--- config.mk ---
export PLATFORM = sky130hd
export DESIGN_NAME = fp_mul_core
export DESIGN_NICKNAME = d
export VERILOG_FILES = /design/src/rtl/fp_mul_pkg.sv /design/src/rtl/fp_mul_shiftadd.sv /design/src/rtl/fp_mul_core.sv
export SDC_FILE = /design/constraint.sdc
export NUM_CORES = 1
export LEC_CHECK = 0
export BUFFER_PORTS_ARGS = -buffer_cell sky130_fd_sc_hd__buf_2
export CORE_UTILIZATION = 60
export DETAILED_ROUTE_END_ITERATION = 12
export MAX_ROUTING_LAYER = met4
export PLACE_DENSITY = 0.86
export SETUP_SLACK_MARGIN = 0.02
export SLEW_MARGIN = 5
export SYNTH_ARGS = -nofsm -noshare
export SYNTH_HDL_FRONTEND = slang
export SYNTH_SLANG_ARGS = --single-unit
--- constraint.sdc ---
create_clock -name clk -period 6.3 [get_ports clk]
set_clock_uncertainty 0.15 [all_clocks]
set_input_delay 0.63 -clock clk [delete_from_list [all_inputs] [get_ports clk]]
set_output_delay 0.63 -clock clk [all_outputs]
set_load 0.005 [all_outputs]
--- src/rtl/fp_mul_pkg.sv ---
// fp_mul_pkg: shared definitions for the sequential binary32 multiplier.
//   state_t     : controller states (IDLE, UNPACK, MULT, NORM, ROUND)
//   BIAS/EXP_W/MAN_W : binary32 field geometry
//   QNAN/PINF   : canonical quiet NaN and positive infinity encodings
package fp_mul_pkg;

    typedef enum logic [2:0] {
        IDLE   = 3'd0,
        UNPACK = 3'd1,
        MULT   = 3'd2,
        NORM   = 3'd3,
        ROUND  = 3'd4
    } state_t;

    localparam int          BIAS  = 127;
    localparam int          EXP_W = 8;
    localparam int          MAN_W = 23;
    localparam logic [31:0] QNAN  = 32'h7FC0_0000;
    localparam logic [31:0] PINF  = 32'h7F80_0000;

endpackage

--- src/rtl/fp_mul_shiftadd.sv ---
// fp_mul_shiftadd: 24x24 unsigned sequential shift-add multiplier.
// Ports:
//   clk, rst   : clock, synchronous active-low reset (clears the step counter)
//   load       : capture mcand_in / mplier_in and clear the accumulator
//   step       : consume one multiplier bit (LSB first)
//   mcand_in   : 24-bit multiplicand
//   mplier_in  : 24-bit multiplier
//   p          : 48-bit accumulated product
//   done       : high during the 24th step (count == 23 while stepping)
module fp_mul_shiftadd
    import fp_mul_pkg::*;
(
    input  logic        clk,
    input  logic        rst,
    input  logic        load,
    input  logic        step,
    input  logic [MAN_W:0] mcand_in,
    input  logic [MAN_W:0] mplier_in,
    output logic [2*MAN_W+1:0] p,
    output logic        done
);

    logic [4:0]           count;
    logic [2*MAN_W+1:0]   mcand;
    logic [MAN_W:0]       mplier;

    always_ff @(posedge clk) begin
        if (!rst) begin
            count <= 5'd0;
        end else if (load) begin
            count <= 5'd0;
        end else if (step) begin
            count <= count + 5'd1;
        end
    end

    // Multiplicand walks left while the multiplier walks right, so bit i of
    // the multiplier always meets the multiplicand shifted by i.
    always_ff @(posedge clk) begin
        if (load) begin
            mcand  <= {{(MAN_W+1){1'b0}}, mcand_in};
            mplier <= mplier_in;
            p      <= '0;
        end else if (step) begin
            if (mplier[0]) begin
                p <= p + mcand;
            end
            mcand  <= mcand << 1;
            mplier <= mplier >> 1;
        end
    end

    assign done = step && (count == 5'd23);

endmodule

--- src/rtl/fp_mul_core.sv ---
// fp_mul_core: sequential IEEE-754 binary32 multiplier, fixed 27-cycle latency.
// Ports:
//   clk       : rising-edge clock
//   rst       : synchronous active-low reset, aborts any operation
//   startFP   : one-cycle start pulse, honoured only while idle
//   Abus/Bbus : operands, captured on the accepted start edge
//   resultBus : registered product, held until the next result
//   doneFP    : high = idle and result valid, low = busy
//   ovf/unf/inv : overflow / underflow / invalid flags for the last result
// Build option: FPMUL_RNE_EN selects round-to-nearest-even; without it the
// product is truncated (round toward zero) and guard/sticky are not built.
module fp_mul_core
    import fp_mul_pkg::*;
(
    input  logic        clk,
    input  logic        rst,
    input  logic        startFP,
    input  logic [31:0] Abus,
    input  logic [31:0] Bbus,
    output logic [31:0] resultBus,
    output logic        doneFP,
    output logic        ovf,
    output logic        unf,
    output logic        inv
);

    state_t state;

    logic [31:0]         a_lat, b_lat;
    logic                sign_r;
    logic signed [9:0]   exp_r;
    logic                spec_r;
    logic                spec_inv_r;
    logic [31:0]         spec_res_r;
    logic [MAN_W-1:0]    mant_r;
`ifdef FPMUL_RNE_EN
    logic                guard_r;
    logic                sticky_r;
`endif

    logic [2*MAN_W+1:0]  p;
    logic                sa_done;
    logic                sa_load, sa_step;

    logic [EXP_W-1:0]    a_exp, b_exp;
    logic [MAN_W-1:0]    a_frac, b_frac;
    logic                a_zero, b_zero, a_inf, b_inf, a_nan, b_nan;
    logic [MAN_W:0]      a_man, b_man;
    logic                sign_c;
    logic signed [9:0]   exp_sum;
    logic                spec_c, spec_inv_c;
    logic [31:0]         spec_res_c;

    logic [MAN_W:0]      rnd;
    logic signed [9:0]   exp_rnd;
    logic [MAN_W-1:0]    mant_fin;
    logic [33:0]         packed_res;

`ifdef FPMUL_RNE_EN
    function automatic logic [MAN_W:0] round_mant(input logic [MAN_W-1:0] m,
                                                  input logic g,
                                                  input logic s);
        return {1'b0, m} + {{MAN_W{1'b0}}, g & (s | m[0])};
    endfunction
`else
    function automatic logic [MAN_W:0] round_mant(input logic [MAN_W-1:0] m);
        return {1'b0, m};
    endfunction
`endif

    // Saturating pack: returns {ovf, unf, word}.
    function automatic logic [33:0] pack_result(input logic s,
                                                input logic signed [9:0] e,
                                                input logic [MAN_W-1:0] m);
        if (e >= 10'sd255) begin
            return {2'b10, s, PINF[30:0]};
        end else if (e <= 10'sd0) begin
            return {2'b01, s, 31'd0};
        end else begin
            return {2'b00, s, e[EXP_W-1:0], m};
        end
    endfunction

    // Operand decode from the latched copies; subnormals count as zero.
    always_comb begin
        a_exp   = a_lat[30:23];
        b_exp   = b_lat[30:23];
        a_frac  = a_lat[22:0];
        b_frac  = b_lat[22:0];
        a_zero  = (a_exp == 8'd0);
        b_zero  = (b_exp == 8'd0);
        a_inf   = (a_exp == 8'hFF) && (a_frac == '0);
        b_inf   = (b_exp == 8'hFF) && (b_frac == '0);
        a_nan   = (a_exp == 8'hFF) && (a_frac != '0);
        b_nan   = (b_exp == 8'hFF) && (b_frac != '0);
        a_man   = a_zero ? '0 : {1'b1, a_frac};
        b_man   = b_zero ? '0 : {1'b1, b_frac};
        sign_c  = a_lat[31] ^ b_lat[31];
        exp_sum = $signed({2'b00, a_exp}) + $signed({2'b00, b_exp})
                  - $signed(10'(BIAS));

        spec_c     = 1'b1;
        spec_inv_c = 1'b0;
        spec_res_c = '0;
        if (a_nan || b_nan || (a_zero && b_inf) || (a_inf && b_zero)) begin
            spec_res_c = QNAN;
            spec_inv_c = 1'b1;
        end else if (a_inf || b_inf) begin
            spec_res_c = {sign_c, PINF[30:0]};
        end else if (a_zero || b_zero) begin
            spec_res_c = {sign_c, 31'd0};
        end else begin
            spec_c = 1'b0;
        end
    end

    assign sa_load = (state == UNPACK);
    assign sa_step = (state == MULT);

    fp_mul_shiftadd u_shiftadd (
        .clk       (clk),
        .rst       (rst),
        .load      (sa_load),
        .step      (sa_step),
        .mcand_in  (a_man),
        .mplier_in (b_man),
        .p         (p),
        .done      (sa_done)
    );

`ifndef FPMUL_RNE_EN
    // Bits below the kept mantissa do not matter when truncating.
    logic unused_low_bits;
    assign unused_low_bits = ^p[22:0];
`endif

    always_comb begin
`ifdef FPMUL_RNE_EN
        rnd = round_mant(mant_r, guard_r, sticky_r);
`else
        rnd = round_mant(mant_r);
`endif
        // Mantissa carry-out: 1.111..1 rounds up to 10.000..0.
        exp_rnd    = exp_r + $signed({9'd0, rnd[MAN_W]});
        mant_fin   = rnd[MAN_W] ? '0 : rnd[MAN_W-1:0];
        packed_res = pack_result(sign_r, exp_rnd, mant_fin);
    end

    // Control and outputs
    always_ff @(posedge clk) begin
        if (!rst) begin
            state     <= IDLE;
            resultBus <= '0;
            doneFP    <= 1'b1;
            ovf       <= 1'b0;
            unf       <= 1'b0;
            inv       <= 1'b0;
        end else begin
            case (state)
                IDLE: begin
                    if (startFP) begin
                        state  <= UNPACK;
                        doneFP <= 1'b0;
                    end
                end
                UNPACK: state <= MULT;
                MULT: begin
                    if (sa_done) begin
                        state <= NORM;
                    end
                end
                NORM:  state <= ROUND;
                ROUND: begin
                    state  <= IDLE;
                    doneFP <= 1'b1;
                    if (spec_r) begin
                        resultBus <= spec_res_r;
                        inv       <= spec_inv_r;
                        ovf       <= 1'b0;
                        unf       <= 1'b0;
                    end else begin
                        resultBus <= packed_res[31:0];
                        ovf       <= packed_res[33];
                        unf       <= packed_res[32];
                        inv       <= 1'b0;
                    end
                end
                default: state <= IDLE;
            endcase
        end
    end

    // Datapath registers
    always_ff @(posedge clk) begin
        if (state == IDLE && startFP) begin
            a_lat <= Abus;
            b_lat <= Bbus;
        end
        if (state == UNPACK) begin
            sign_r     <= sign_c;
            exp_r      <= exp_sum;
            spec_r     <= spec_c;
            spec_inv_r <= spec_inv_c;
            spec_res_r <= spec_res_c;
        end
        if (state == NORM) begin
            if (p[47]) begin
                mant_r   <= p[46:24];
                exp_r    <= exp_r + 10'sd1;
`ifdef FPMUL_RNE_EN
                guard_r  <= p[23];
                sticky_r <= |p[22:0];
`endif
            end else begin
                mant_r   <= p[45:23];
`ifdef FPMUL_RNE_EN
                guard_r  <= p[22];
                sticky_r <= |p[21:0];
`endif
            end
        end
    end

endmodule

Word level (Yosys, flattened, before mapping)
Index checks and enable logic that the tools add are counted.
{ "classes": {"n_addsub": 5, "n_mul": 0, "div": 0, "n_lt_le_gt_ge": 2, "eq_ne": 9, "shift": 0, "muxes": 25, "n_bitwise": 2, "reduce_logical": 27} }
{ "op_table": {"columns": ["operator", "count"], "rows": [
  ["$mux W24", 6],
  ["$mux W32", 3],
  ["$add A48 B48 Y48", 1],
  ["$logic_not A23 Y1", 2],
  ["$reduce_bool A23 Y1", 2],
  ["$mux W34", 1],
  ["$mux W33", 1],
  ["$mux W10", 3],
  ["$mux W23", 1],
  ["$eq A8 B8 Y1 const B", 2],
  ["$logic_not A8 Y1", 2],
  ["$pmux W3 S4", 1],
  ["$add A10 B2 Y10 const B", 1],
  ["$ge A10 B9 Y1 const B", 1],
  ["$le A10 B1 Y1 const B", 1],
  ["$sub A9 B7 Y10 const B", 1],
  ["$add A8 B8 Y9", 1],
  ["$logic_and A1 B1 Y1", 8],
  ["$eq A3 B2 Y1 const B", 2],
  ["$mux W1", 6],
  ["$mux W3", 2],
  ["$reduce_and A2 Y1", 3],
  ["$add A5 B1 Y5 const B", 1],
  ["$eq A5 B5 Y1 const B", 1],
  ["other kinds (10)", 17]
]} }
{ "totals": {"reg_bits": 296, "latch_bits": 0, "ram_bits": 0, "mem_bits_ro": 0, "input_bits": 67, "out_inout_bits": 36, "elab_cells": 90, "n_memories": 0} }

Logic depth before layout (Yosys ltp)
Gate-level depths: netlist of run 1.
{ "logic_depth": {"ltp_word": 6, "depth_mapped": 13, "mapped_depth_nobuf": 13} }

Cells and area by module
A second synthesis of run 1 with hierarchy kept.
{ "unflattened": {"hier_cells": 1247, "hier_area_um2": 13410.4} }
{ "by_module_without_submodules": {"columns": ["module", "n_inst", "cells_each", "area_each_um2", "seq_area_each_um2"], "rows": [
  ["fp_mul_shiftadd", 1, 783, 7337.0, 2982.9],
  ["fp_mul_core", 1, 464, 6073.3, 3773.6]
]} }

Worst setup path before layout of run 1
OpenSTA, ideal clock, no wires.
{ "synth_timing": {"path_kind": "input -> register", "from": "input startFP", "to": "register a_lat[0], enable pin", "setup_ns": 0.567, "t_arrival_ns": 5.071, "required_ns": 5.583, "slack_ns": 0.512, "stages": 2, "path_buffers": 0, "cell_sequence": "nand2b_1 -> nor3_1"} }
{ "synth_between": {"elab_chain_len": 1} }
{ "synth_rtl": {"columns": ["item", "line", "source"], "rows": [
  ["from (decl)", "fp_mul_core.sv:17", "input logic startFP,"],
  ["$logic_and A1 B1 Y1", "fp_mul_core.sv:195", "if (state == IDLE && startFP) begin"],
  ["to (signal assigned)", "fp_mul_core.sv:196", "a_lat <= Abus;"],
  ["to (decl)", "fp_mul_core.sv:29", "logic [31:0] a_lat, b_lat;"]
]} }
No other way between the ends.
A chain may end at the register's enable or synchronous reset.

Worst setup path after layout of run 1
{ "layout_timing": {"from": "register u_shiftadd.mcand[20]", "to": "register u_shiftadd.p[45]"} }
{ "layout_between": {"elab_chain_len": 1} }
{ "layout_rtl": {"columns": ["item", "line", "source"], "rows": [
  ["from (decl)", "fp_mul_shiftadd.sv:24", "logic [2*MAN_W+1:0] mcand;"],
  ["from (signal assigned)", "fp_mul_shiftadd.sv:41", "mcand <= {{(MAN_W+1){1'b0}}, mcand_in};"],
  ["from (signal assigned)", "fp_mul_shiftadd.sv:48", "mcand <= mcand << 1;"],
  ["$add A48 B48 Y48", "fp_mul_shiftadd.sv:46", "p <= p + mcand;"],
  ["to (signal assigned)", "fp_mul_shiftadd.sv:46", null],
  ["to (decl)", "fp_mul_shiftadd.sv:19", "output logic [2*MAN_W+1:0] p,"]
]} }
No other way between the ends.

==> results of run 1 <==
[logic make-up (layout without fill, tap and decap cells)]
kind of cell | after synthesis | after routing | synth area share, %
simple gates | 399 | 399 | 14.03
flops | 267 | 267 | 52.48
buf+inv | 96 | 187 | 2.857
fa+ha+maj | 67 | 67 | 6.628
xor+xnor | 52 | 52 | 3.537
compound gates | 359 | 359 | 18.07
mux | 28 | 28 | 2.400
[worst min path at each step]
stage,start,end,slack (ns),cells after the start
final,Bbus[18],b_lat[18],0.12,1
after global routing,Abus[31],a_lat[31],0.10,1
after floorplan,mant_fin[0],resultBus[0],0.29,1
after CTS,Abus[24],a_lat[24],0.10,1
after global placement,ovf,ovf,0.29,1
after detailed placement,ovf,ovf,0.29,1
[worst max-delay path: cells and delay by family, from the launching register on]
kind / cells / cell delay, ns
compound gates: 7 / 1.89
simple gates: 3 / 0.41
flops: 1 / 0.40
fa+ha+maj: 1 / 0.38
[flip-flops by register name (all words and copies together), names as in the netlist, 3 cells and up]
register           count
resultBus             32
u_shiftadd.mcand      48
u_shiftadd.mplier     24
u_shiftadd.count       5
exp_r                 10
u_shiftadd.p          48
state                  3
spec_res_r             3
a_lat                 32
b_lat                 32
mant_fin              23
[metal layers]
metal | wire (um) | vias to the layer above | GRT usage (%)
li1 | - | 4795 | -
met1 | 12770 | 4619 | 34.45
met2 | 13410 | 309 | 43.95
met3 | 1250 | 50 | 3.160
met4 | 558 | 0 | 6.495
met5 | 0 | - | -
[power by group through the flow]
stage	sequential [mW]	clock [mW]	combinational, mW
after CTS	2.18	1.59	0.876
after global routing	2.20	1.65	0.991
final	2.18	1.57	0.882
after floorplan	2.17	0	0.693
after detailed placement	2.21	0	0.867
after global placement	2.20	0	0.843
[layout by cell type, fill, tap and decap left out, types with 5 or more instances in the layout]
cell type	n
sky130_fd_sc_hd__nor4_1	13
sky130_fd_sc_hd__nand2b_1	6
sky130_fd_sc_hd__clkbuf_16	29
sky130_fd_sc_hd__nand3_1	20
sky130_fd_sc_hd__mux2i_1	5
sky130_fd_sc_hd__ha_1	65
sky130_fd_sc_hd__clkbuf_1	6
sky130_fd_sc_hd__clkinv_1	6
sky130_fd_sc_hd__buf_2	102
sky130_fd_sc_hd__inv_1	20
sky130_fd_sc_hd__nor3_1	12
sky130_fd_sc_hd__nand4_1	25
sky130_fd_sc_hd__nor2b_1	5
sky130_fd_sc_hd__buf_4	11
sky130_fd_sc_hd__o21bai_1	11
sky130_fd_sc_hd__a221o_1	8
sky130_fd_sc_hd__edfxtp_1	141
sky130_fd_sc_hd__nand2_1	205
sky130_fd_sc_hd__nor2_1	68
sky130_fd_sc_hd__o21ai_1	19
sky130_fd_sc_hd__a211oi_1	8
sky130_fd_sc_hd__xnor2_1	33
sky130_fd_sc_hd__o31ai_1	5
sky130_fd_sc_hd__and3_1	10
sky130_fd_sc_hd__a31oi_1	11
sky130_fd_sc_hd__and2_1	8
sky130_fd_sc_hd__xor2_1	19
sky130_fd_sc_hd__mux2_2	23
sky130_fd_sc_hd__o21ai_0	73
sky130_fd_sc_hd__a22o_1	46
sky130_fd_sc_hd__dfxtp_1	126
sky130_fd_sc_hd__or4_1	5
sky130_fd_sc_hd__a21o_1	42
sky130_fd_sc_hd__a21oi_1	98
sky130_fd_sc_hd__clkinvlp_4	5
[cell type report]
cell class                      count  area, um2
Fill cell                        1533       6609
Timing Repair Buffer              113      593.1
Clock inverter                     16      118.9
Tap cell                          275      344.1
Multi-Input combinational cell    905       5756
Inverter                           22      82.58
Sequential cell                   267       6756
Clock buffer                       36      762.0
[through the flow]
step / instances / cell area (um2)
after detailed placement: 1582 / 13530
after floorplan: 1268 / 12870
after CTS: 1634 / 14410
after global placement: 1582 / 13530
after global routing: 1634 / 14410
final: 1634 / 14410
[synth_stat cells, types with 6 or more instances]
master	count
sky130_fd_sc_hd__xnor2_1	33
sky130_fd_sc_hd__nand4_1	25
sky130_fd_sc_hd__a211oi_1	8
sky130_fd_sc_hd__dfxtp_1	126
sky130_fd_sc_hd__a31oi_1	11
sky130_fd_sc_hd__clkbuf_1	67
sky130_fd_sc_hd__nand3_1	20
sky130_fd_sc_hd__inv_1	22
sky130_fd_sc_hd__edfxtp_1	141
sky130_fd_sc_hd__nor4_1	13
sky130_fd_sc_hd__and2_1	8
sky130_fd_sc_hd__o21bai_1	11
sky130_fd_sc_hd__a21oi_1	98
sky130_fd_sc_hd__o21ai_1	19
sky130_fd_sc_hd__nand2b_1	6
sky130_fd_sc_hd__xor2_1	19
sky130_fd_sc_hd__and3_1	10
sky130_fd_sc_hd__o21ai_0	73
sky130_fd_sc_hd__a221o_1	8
sky130_fd_sc_hd__mux2_2	23
sky130_fd_sc_hd__buf_1	6
sky130_fd_sc_hd__a21o_1	42
sky130_fd_sc_hd__nand2_1	205
sky130_fd_sc_hd__ha_1	65
sky130_fd_sc_hd__nor2_1	68
sky130_fd_sc_hd__a22o_1	46
sky130_fd_sc_hd__nor3_1	13
==> impl_metrics.yaml, run 1 <==
setup_path:
  cpMaxStageDelayCell: "sky130_fd_sc_hd__a2111oi_0"
  critical_path_class: "reg -> reg"
  critPathCapture: "u_shiftadd.p[45]"
  arrival_ns: 3.61
  start_kind: "register"
  maximum_single_stage_delay_on_the_critical_path_ns: 0.45
  r2r-start: "u_shiftadd.mcand[20]"
  worst_setup_path_startpoint: "u_shiftadd.mcand[20]"
  setup.worst_path.end_class: "register"
  critical_path.cell_chain: "ha_1 > a21oi_1 > o21ai_1 > a2111oi_0 > nand3_1 > nand2_1 > nand2_1 > a21o_1 > a21o_1 > a2111o_1 > a21oi_1"
  cp.required_ns: 6.60
  critical_path.reg2reg.endpoint: "u_shiftadd.p[45]"
  worst-r2r-setup-slack_ns: 2.99
  worstRegToRegCells: 11
  path_max_fanout: 6
power:
  seq_power_share_pct: 47.1
  cellPowerDensity_nw_per_um2: 321.4
  worst_ir_drop_vdd_mv: 0.2847
  post_layout_total_power_mw: 4.633
  internal-power_mw: 3.290
  combPwrFrac_pct: 19.0
  switching_share_pct: 28.98
  switching_power_mw: 1.343
  pwr-share-clk_pct: 33.8
  power.leakage_nw: 6.042
floorplanning:
  ioPinCount: 103
  initial_utilization_pct: 61.25
  die_w_um: 148.5
  chipHeight_um: 148.5
  core_um2: 21020
  dieArea_um2: 22050
  std_cell_rows: 53
routing:
  route.antenna.remaining_nets: 0
  finalWirelength_um: 27990
  vias_after_detailed_routing: 9773
  vias_per_cell: 5.981
  drt_first_pass_iters: 5
  route.detailed.drc: 0
  drt_iter0_markers: 939
  wl_per_cell_um: 17.13
sta:
  final.setup.tns_ns: 0
  finalCriticalPeriod_ns: 3.311
  max_slew_headroom_at_the_worst_pin_pct: 27.80
  post-route-period-util_pct: 52.55
  final_critical_path_setup_slack_ns: 2.989
  final-max-slew-violation-count: 0
  clock.fmax_ghz: 0.3020
  worst_pin_slew_ns: 1.083
  setup_viol_count_final: 0
  grt_setup_unrepaired: "false"
  hold_worst_slack_ns: 0.1187
  hold_viol_final: 0
finish:
  antenna_cells: 0
  drive_gt1_share_pct: 13.61
  layout_overhead_on_the_synthesized_area_pct: 11.94
  final_nets: 1471
  final_core_utilization_pct: 68.56
global_route:
  grt-ovfl-total: 0
  grt_max_degree: 90
  number_of_global_route_vias_before_repair: 9373
  global_route_wire_length_before_repair_um: 45830
  grt_antenna_before_repair: 0
  tot_gr_track_use_pct: 26.42
cts:
  number_of_instances_resized_during_post_cts_repair: 0
  number_of_clock_sinks_seen_by_cts: 267
  clock-root-buffer: "sky130_fd_sc_hd__clkbuf_16"
  cts_made_buffers: 28
  post_cts_hold_buffer_count: 0
  worst_skew_pair.late_latency_ns: 0.53
  cts_clock_pin_slew_for_the_worst_setup_and_hold_paths_ns: 0.06
  clock_tree.htree_level_count: 1
  post-cts-setup-buffers: 0
  cts_tree: "built"
  clockBufferDepth: 3
yosys:
  mappedNetlistArea_um2: 12870
  synth_cell_types: 63
  netlist.top_cell.by_area: "sky130_fd_sc_hd__edfxtp_1"
  ys.warnings.count: 0
  synth-seq-cells: 267
  sequential_area_share_after_synthesis_pct: 52.48
  post-synth-top-area-fraction_pct: 32.89
  most_instantiated_flip_flop_cell_in_the_synthesis_netlist: "sky130_fd_sc_hd__edfxtp_1"
  synth-edff-count: 141
  synth-async-reset-ratio_pct: 0
  synth_top_cells_by_area: "sky130_fd_sc_hd__edfxtp_1, sky130_fd_sc_hd__dfxtp_1, sky130_fd_sc_hd__ha_1"
  synthCells: 1268
  mean_area_per_synthesized_cell_um2: 10.15
  synth_fp_nets: 1402
outcome:
  status: "finished, final reports clean"
place:
  gpl.final_weighted_congestion: 0.9087
  buffers_on_ports: 102
  place_worst_setup_slack_ns: 3.085
  place_hpwl_um: 18820
job:
  maxCapViolCount: 0
hold_path:
  hold_path_class: "in -> reg"
(Power assumes the default switching activity.)
==> run 2, diff against run 1 <==
--- a/config.mk
+++ b/config.mk
@@ -6,10 +6,10 @@
 export NUM_CORES = 1
 export LEC_CHECK = 0
 export BUFFER_PORTS_ARGS = -buffer_cell sky130_fd_sc_hd__buf_2
-export CORE_UTILIZATION = 60
+export CORE_UTILIZATION = 54
 export DETAILED_ROUTE_END_ITERATION = 12
 export MAX_ROUTING_LAYER = met4
-export PLACE_DENSITY = 0.86
+export PLACE_DENSITY = 0.82
 export SETUP_SLACK_MARGIN = 0.02
 export SLEW_MARGIN = 5
 export SYNTH_ARGS = -nofsm -noshare
==> constraint.sdc (replaced) <==
create_clock -name clk -period 2.9 [get_ports clk]
set_clock_uncertainty 0.15 [all_clocks]
set_input_delay 0.29 -clock clk [delete_from_list [all_inputs] [get_ports clk]]
set_output_delay 0.29 -clock clk [all_outputs]
set_load 0.005 [all_outputs]
==> run 2 against run 1 <==
Power rose by 140%. Critical path depth rose by 2. Core utilization rose by 0.84 points. Sequential share of layout area fell by 5.2 points. Via count rose by 9.3%. Count of clock-buffer cells in the layout fell by 2. Sequential cell count did not move. Routed wire length rose by 20%. Final area rose by 13%. Combinational power rose to 3.0 times the previous value.
==> impl_metrics.yaml, run 2 (synthesized netlist as in run 1, its figures left out) <==
outcome:
  status: "finished, final reports clean"
sta:
  hold_viol_final: 0
  clock.fmax_ghz: 0.3466
  final-max-slew-violation-count: 0
  worst_pin_slew_ns: 0.6487
  grt_setup_unrepaired: "true"
  final_critical_path_setup_slack_ns: 0.01494
  post-route-period-util_pct: 99.48
  finalCriticalPeriod_ns: 2.885
  max_slew_headroom_at_the_worst_pin_pct: 56.60
  setup_viol_count_final: 0
  hold_worst_slack_ns: 0.04782
routing:
  wl_per_cell_um: 18.52
  route.detailed.drc: 0
  drt_first_pass_iters: 6
  finalWirelength_um: 33540
  vias_after_detailed_routing: 10681
  drt_iter0_markers: 951
  vias_per_cell: 5.898
  route.antenna.remaining_nets: 0
global_route:
  tot_gr_track_use_pct: 27.51
  global_route_wire_length_before_repair_um: 51980
  grt_antenna_before_repair: 0
  number_of_global_route_vias_before_repair: 10313
  grt-ovfl-total: 0
  grt_max_degree: 73
floorplanning:
  ioPinCount: 103
  initial_utilization_pct: 55.01
  std_cell_rows: 56
  core_um2: 23400
  chipHeight_um: 156.4
  die_w_um: 156.4
  dieArea_um2: 24460
setup_path:
  cpMaxStageDelayCell: "sky130_fd_sc_hd__edfxtp_1"
  worst-r2r-setup-slack_ns: 0.01
  critical_path_class: "reg -> reg"
  setup.worst_path.end_class: "register"
  start_kind: "register"
  worstRegToRegCells: 13
  arrival_ns: 3.15
  path_max_fanout: 4
  r2r-start: "u_shiftadd.mcand[8]"
  critical_path.reg2reg.endpoint: "u_shiftadd.p[36]"
  maximum_single_stage_delay_on_the_critical_path_ns: 0.43
  critical_path.cell_chain: "ha_4 > buf_4 > nand2_1 > o21ai_2 > or3_4 > o2111ai_2 > a211o_1 > buf_6 > a21o_1 > o21ai_1 > a21oi_2 > xor2_1 > o21ai_1"
  critPathCapture: "u_shiftadd.p[36]"
  cp.required_ns: 3.16
  worst_setup_path_startpoint: "u_shiftadd.mcand[8]"
  path_common_cell: "sky130_fd_sc_hd__o21ai_1"
place:
  place_worst_setup_slack_ns: -0.2264
  dpl-instance-area_um2: 14040
  buffers_on_ports: 102
  gpl.final_weighted_congestion: 0.9468
  place_hpwl_um: 20070
finish:
  final_nets: 1606
  mostFrequentLayoutCell: "sky130_fd_sc_hd__nand2_1"
  final_core_utilization_pct: 69.40
  drive_gt1_share_pct: 21.85
  commonest_cells_after_routing_fill_and_taps_aside: "sky130_fd_sc_hd__nand2_1, sky130_fd_sc_hd__edfxtp_1, sky130_fd_sc_hd__dfxtp_1"
  layout_overhead_on_the_synthesized_area_pct: 26.15
  antenna_cells: 0
  layout.cell_area.non_filler_um2: 16240
  biggestRegsByFlops: "u_shiftadd.mcand x48, u_shiftadd.p x48"
hold_path:
  hold_path_class: "in -> reg"
cts:
  cts_clock_pin_slew_for_the_worst_setup_and_hold_paths_ns: 0.07
  worst_skew_pair.late_latency_ns: 0.53
  cts_made_buffers: 27
  clock_tree.htree_level_count: 1
  clock-root-buffer: "sky130_fd_sc_hd__clkbuf_16"
  cts_tree: "built"
  number_of_clock_sinks_seen_by_cts: 267
  clockBufferDepth: 3
power:
  cellPowerDensity_nw_per_um2: 682.4
  worst_ir_drop_vdd_mv: 0.6283
  power.leakage_nw: 6.750
job:
  maxCapViolCount: 0
[run 2: changes by cell type in the layout (fill, tap and decap cells not counted), moves of 4 or more]
cell | previous run | this run
sky130_fd_sc_hd__buf_4 | 11 | 75
sky130_fd_sc_hd__o21ai_2 | 0 | 5
sky130_fd_sc_hd__ha_4 | 0 | 16
sky130_fd_sc_hd__dlygate4sd3_1 | 0 | 64
sky130_fd_sc_hd__buf_12 | 0 | 4
sky130_fd_sc_hd__a21oi_1 | 98 | 84
sky130_fd_sc_hd__a21oi_2 | 1 | 13
sky130_fd_sc_hd__ha_1 | 65 | 43
sky130_fd_sc_hd__ha_2 | 0 | 6
sky130_fd_sc_hd__o21bai_1 | 11 | 7
sky130_fd_sc_hd__buf_6 | 0 | 4
[run 2: cell type report]
cell class,instances,area (um2)
clock inverters,15,185.2
well taps,319,399.1
inverters,22,82.58
multi-input cells,905,6231
repair buffers,249,1839
clock buffers,34,743.2
fillers,1630,7161
flip-flops and latches,267,6761
[run 2: power by group]
part | internal, mW | switching (mW)
combinational | 1.23 | 1.42
sequential | 4.43 | 0.357
clock | 2.17 | 1.47
[run 2: layer usage]
metal / up-vias / routed length, um / share of wire (%) / global-route usage, %
met5: - / 0 / 0 / -
li1: 5058 / - / - / -
met4: 0 / 1178 / 3.5 / 8.870
met3: 106 / 1846 / 5.5 / 2.825
met1: 5071 / 13680 / 41 / 33.60
met2: 446 / 16830 / 50 / 47.79
[run 2: worst min-delay path by stage]
stage	slack, ns	from	depth (start not counted)	endpoint
after global placement	0.29	ovf	1	ovf
after detailed placement	0.28	ovf	1	ovf
after global routing	0.05	rst	2	resultBus[22]
final	0.05	rst	2	resultBus[22]
after floorplan	0.24	Abus[0]	0	a_lat[0]
after CTS	0.03	rst	2	resultBus[22]
[run 2: timing repair]
action / in CTS / in global routing
resized for setup: 28 / 58
hold buffers: 64 / 0
pin swaps: 15 / 35
endpoints found under the setup margin: 18 / 21
endpoints found under the hold margin: 64 / 0
setup buffers: 4 / 15
[run 2: through the flow]
step / power [mW] / cells / setup TNS [ns]
6_report: 11.08 / 1811 / 0
5_1_grt: 11.53 / 1811 / -0.7082
4_1_cts: 10.70 / 1796 / 0
3_5_place_dp: 6.917 / 1679 / -1.494
3_3_place_gp: 6.831 / 1679 / -0.3710
2_1_floorplan: 6.203 / 1268 / 0
[run 2: critical path, delay by kind of cell, from the launching register on]
| family | cells | cell delay, ns |
|---|---|---|
| buffers and inverters | 2 | 0.27 |
| AND/OR/NAND/NOR | 2 | 0.47 |
| adder cells (fa/ha/maj) | 1 | 0.25 |
| XOR/XNOR | 1 | 0.15 |
| flip-flops | 1 | 0.43 |
| AO/OA/AOI/OAI | 7 | 1.04 |
==> run 3, diff against run 2 <==
--- a/config.mk
+++ b/config.mk
@@ -6,10 +6,10 @@
 export NUM_CORES = 1
 export LEC_CHECK = 0
 export BUFFER_PORTS_ARGS = -buffer_cell sky130_fd_sc_hd__buf_2
-export CORE_UTILIZATION = 54
+export CORE_UTILIZATION = 27
 export DETAILED_ROUTE_END_ITERATION = 12
 export MAX_ROUTING_LAYER = met4
-export PLACE_DENSITY = 0.82
+export PLACE_DENSITY = 0.5
 export SETUP_SLACK_MARGIN = 0.02
 export SLEW_MARGIN = 5
 export SYNTH_ARGS = -nofsm -noshare
==> run 3 against run 2 <==
The run now ends with DRC left. Clock power is 6.0% higher. Sequential power hardly changed. Sequential cell count stayed put. Worst setup slack worse by 0.010 ns. Critical path depth stayed put. Die area is 99% higher. Final cell count is 17% higher. Sequential share of layout area is 1.2 points lower. Non-clock buffer count is 18 higher. First-iteration DRC count is 31% lower. Via count is 5.1% lower. Power is 1.2% higher. Largest cell class unchanged.
==> impl_metrics.yaml, run 3 (synthesized netlist as in run 1, its figures left out) <==
routing:
  drt_first_pass_iters: 12
  route.antenna.remaining_nets: 0
  finalWirelength_um: 33380
  drt_iter0_markers: 657
  route.detailed.drc: 7
  vias_after_detailed_routing: 10136
  vias_per_cell: 4.770
  wl_per_cell_um: 15.71
sta:
  finalCriticalPeriod_ns: 2.895
  hold_worst_slack_ns: 0.05656
  grt_setup_unrepaired: "true"
  hold_viol_final: 0
  setup_viol_count_final: 0
  post-route-period-util_pct: 99.84
  worst_pin_slew_ns: 0.8182
  max_slew_headroom_at_the_worst_pin_pct: 45.45
  final-max-slew-violation-count: 0
  clock.fmax_ghz: 0.3454
setup_path:
  arrival_ns: 3.20
  worstPathBufferInverterCount: 1
  cp.required_ns: 3.20
  worst_setup_path_startpoint: "u_shiftadd.mcand[0]"
  setup.worst_path.end_class: "register"
  critical_path_class: "reg -> reg"
  cp_num_cells: 13
  worst-r2r-setup-slack_ns: 0.005
  r2r-start: "u_shiftadd.mcand[0]"
  critical_path.cell_chain: "ha_4 > fa_2 > a21o_1 > nand4_1 > a21oi_2 > o2111ai_2 > a211o_1 > buf_6 > a211oi_2 > nor2_1 > a31oi_1 > xnor2_1 > a21oi_1"
  path_max_fanout: 3
  start_kind: "register"
  critPathTopFamily: "compound AO/OA/AOI/OAI gates"
  critical_path.reg2reg.endpoint: "u_shiftadd.p[44]"
  critPathCapture: "u_shiftadd.p[44]"
  maximum_single_stage_delay_on_the_critical_path_ns: 0.40
  worstRegToRegCells: 13
  cpMaxStageDelayCell: "sky130_fd_sc_hd__edfxtp_1"
place:
  buffers_on_ports: 102
  gpl.final_weighted_congestion: 0.8506
  place_hpwl_um: 22800
floorplanning:
  ioPinCount: 103
  dieArea_um2: 48560
  chipHeight_um: 220.4
  core_um2: 46750
  std_cell_rows: 79
  initial_utilization_pct: 27.54
  die_w_um: 220.4
global_route:
  grt-ovfl-total: 0
  number_of_global_route_vias_before_repair: 10144
  global_route_wire_length_before_repair_um: 53750
  grt_antenna_before_repair: 0
  grt_max_degree: 83
  tot_gr_track_use_pct: 14.11
power:
  combPwrFrac_pct: 23.0
  seq_power_share_pct: 42.5
  cellPowerDensity_nw_per_um2: 671.2
  switching_share_pct: 29.59
  internal-power_mw: 7.898
  post_layout_total_power_mw: 11.22
  worst_ir_drop_vdd_mv: 0.4056
  power.leakage_nw: 6.869
  pwr-share-clk_pct: 34.5
  switching_power_mw: 3.319
cts:
  cts_tree: "built"
  clock_tree.htree_level_count: 1
  clock-root-buffer: "sky130_fd_sc_hd__clkbuf_16"
  cts_made_buffers: 31
  worst_skew_pair.late_latency_ns: 0.59
  clockBufferDepth: 3
  cts_clock_pin_slew_for_the_worst_setup_and_hold_paths_ns: 0.07
  number_of_clock_sinks_seen_by_cts: 267
hold_path:
  min_path_cells: 4
  hold_path_class: "in -> reg"
finish:
  antenna_cells: 0
  biggestRegsByFlops: "u_shiftadd.mcand x48, u_shiftadd.p x48"
  drive_gt1_share_pct: 22.13
  final_nets: 1628
  mostFrequentLayoutCell: "sky130_fd_sc_hd__nand2_1"
  layout_overhead_on_the_synthesized_area_pct: 29.81
  commonest_cells_after_routing_fill_and_taps_aside: "sky130_fd_sc_hd__nand2_1, sky130_fd_sc_hd__edfxtp_1, sky130_fd_sc_hd__dfxtp_1"
outcome:
  status: "finished, violations left"
  violations: "DRC"
job:
  maxCapViolCount: 0
[run 3: changes by cell type in the layout (fill, tap and decap cells not counted), sizes merged]
cell         before  now
dlygate4sd3      64   65
bufinv            4    3
buf             185  202
inv              21   22
clkbuf           34   36
clkinv           10   17
clkinvlp          2    1
[run 3: worst reg2reg max path: cells and delay by family (launching register included)]
family | cells | cell delay (ns)
AND/OR/NAND/NOR | 2 | 0.21
adder cells (fa/ha/maj) | 2 | 0.36
XOR/XNOR | 1 | 0.14
AO/OA/AOI/OAI | 7 | 1.35
flip-flops | 1 | 0.40
buffers and inverters | 1 | 0.16
[run 3: area by class of cell]
type / instances / area (um2)
clock buffers: 36 / 794.5
clock inverters: 21 / 198.9
fillers: 4658 / 30040
inverters: 22 / 83.83
multi-input cells: 905 / 6161
flip-flops and latches: 267 / 6758
well taps: 607 / 759.5
repair buffers: 267 / 1957
[run 3: routing by layer]
layer  vias up  GRT usage (%)  share of wire, %
li1       5119              -                 -
met1      4809          19.21                50
met2       157          22.14                45
met3        51          2.021               3.3
met4         0          3.080               1.9
met5         -              -                 0
[run 3: through the flow]
step                worst slack (ns)  TNS, ns  instances  util, %  cell area, um2
floorplan                    0.03038        0       1268        -           12890
global placement             -0.1475   -1.099       1990    31.15           14560
detailed placement           -0.2791   -2.809       1990    31.15           14560
CTS                         0.004251        0       2117    35.28           16500
global route                 -0.1928   -1.833       2125    35.75           16710
finish                      0.004756        0       2125    35.75           16710
[run 3: how the worst min path moves through the flow]
stage,endpoint,slack (ns),startpoint
floorplan,a_lat[0],0.24,Abus[0]
finish,state[0],0.06,startFP
CTS,state[0],0.03,startFP
global route,doneFP,0.09,startFP
detailed placement,resultBus[21],0.29,mant_fin[21]
global placement,resultBus[14],0.29,mant_fin[14]
[run 3: timing repair]
| action | in CTS | in global routing |
|---|---|---|
| buffers inserted | 5 | 8 |
| gates resized for setup | 48 | 27 |
| pin swaps | 30 | 24 |
| hold buffers | 65 | 0 |
| hold endpoints to repair | 72 | 0 |
| endpoints found under the setup margin | 21 | 23 |
[run 3: power groups by stage]
stage | combinational (mW) | sequential, mW | clock (mW)
final | 2.58 | 4.77 | 3.87
after global routing | 2.87 | 4.82 | 4.11
after CTS | 2.49 | 4.75 | 3.97
after detailed placement | 2.26 | 4.81 | 0
after global placement | 2.23 | 4.80 | 0
after floorplan | 1.51 | 4.70 | 0
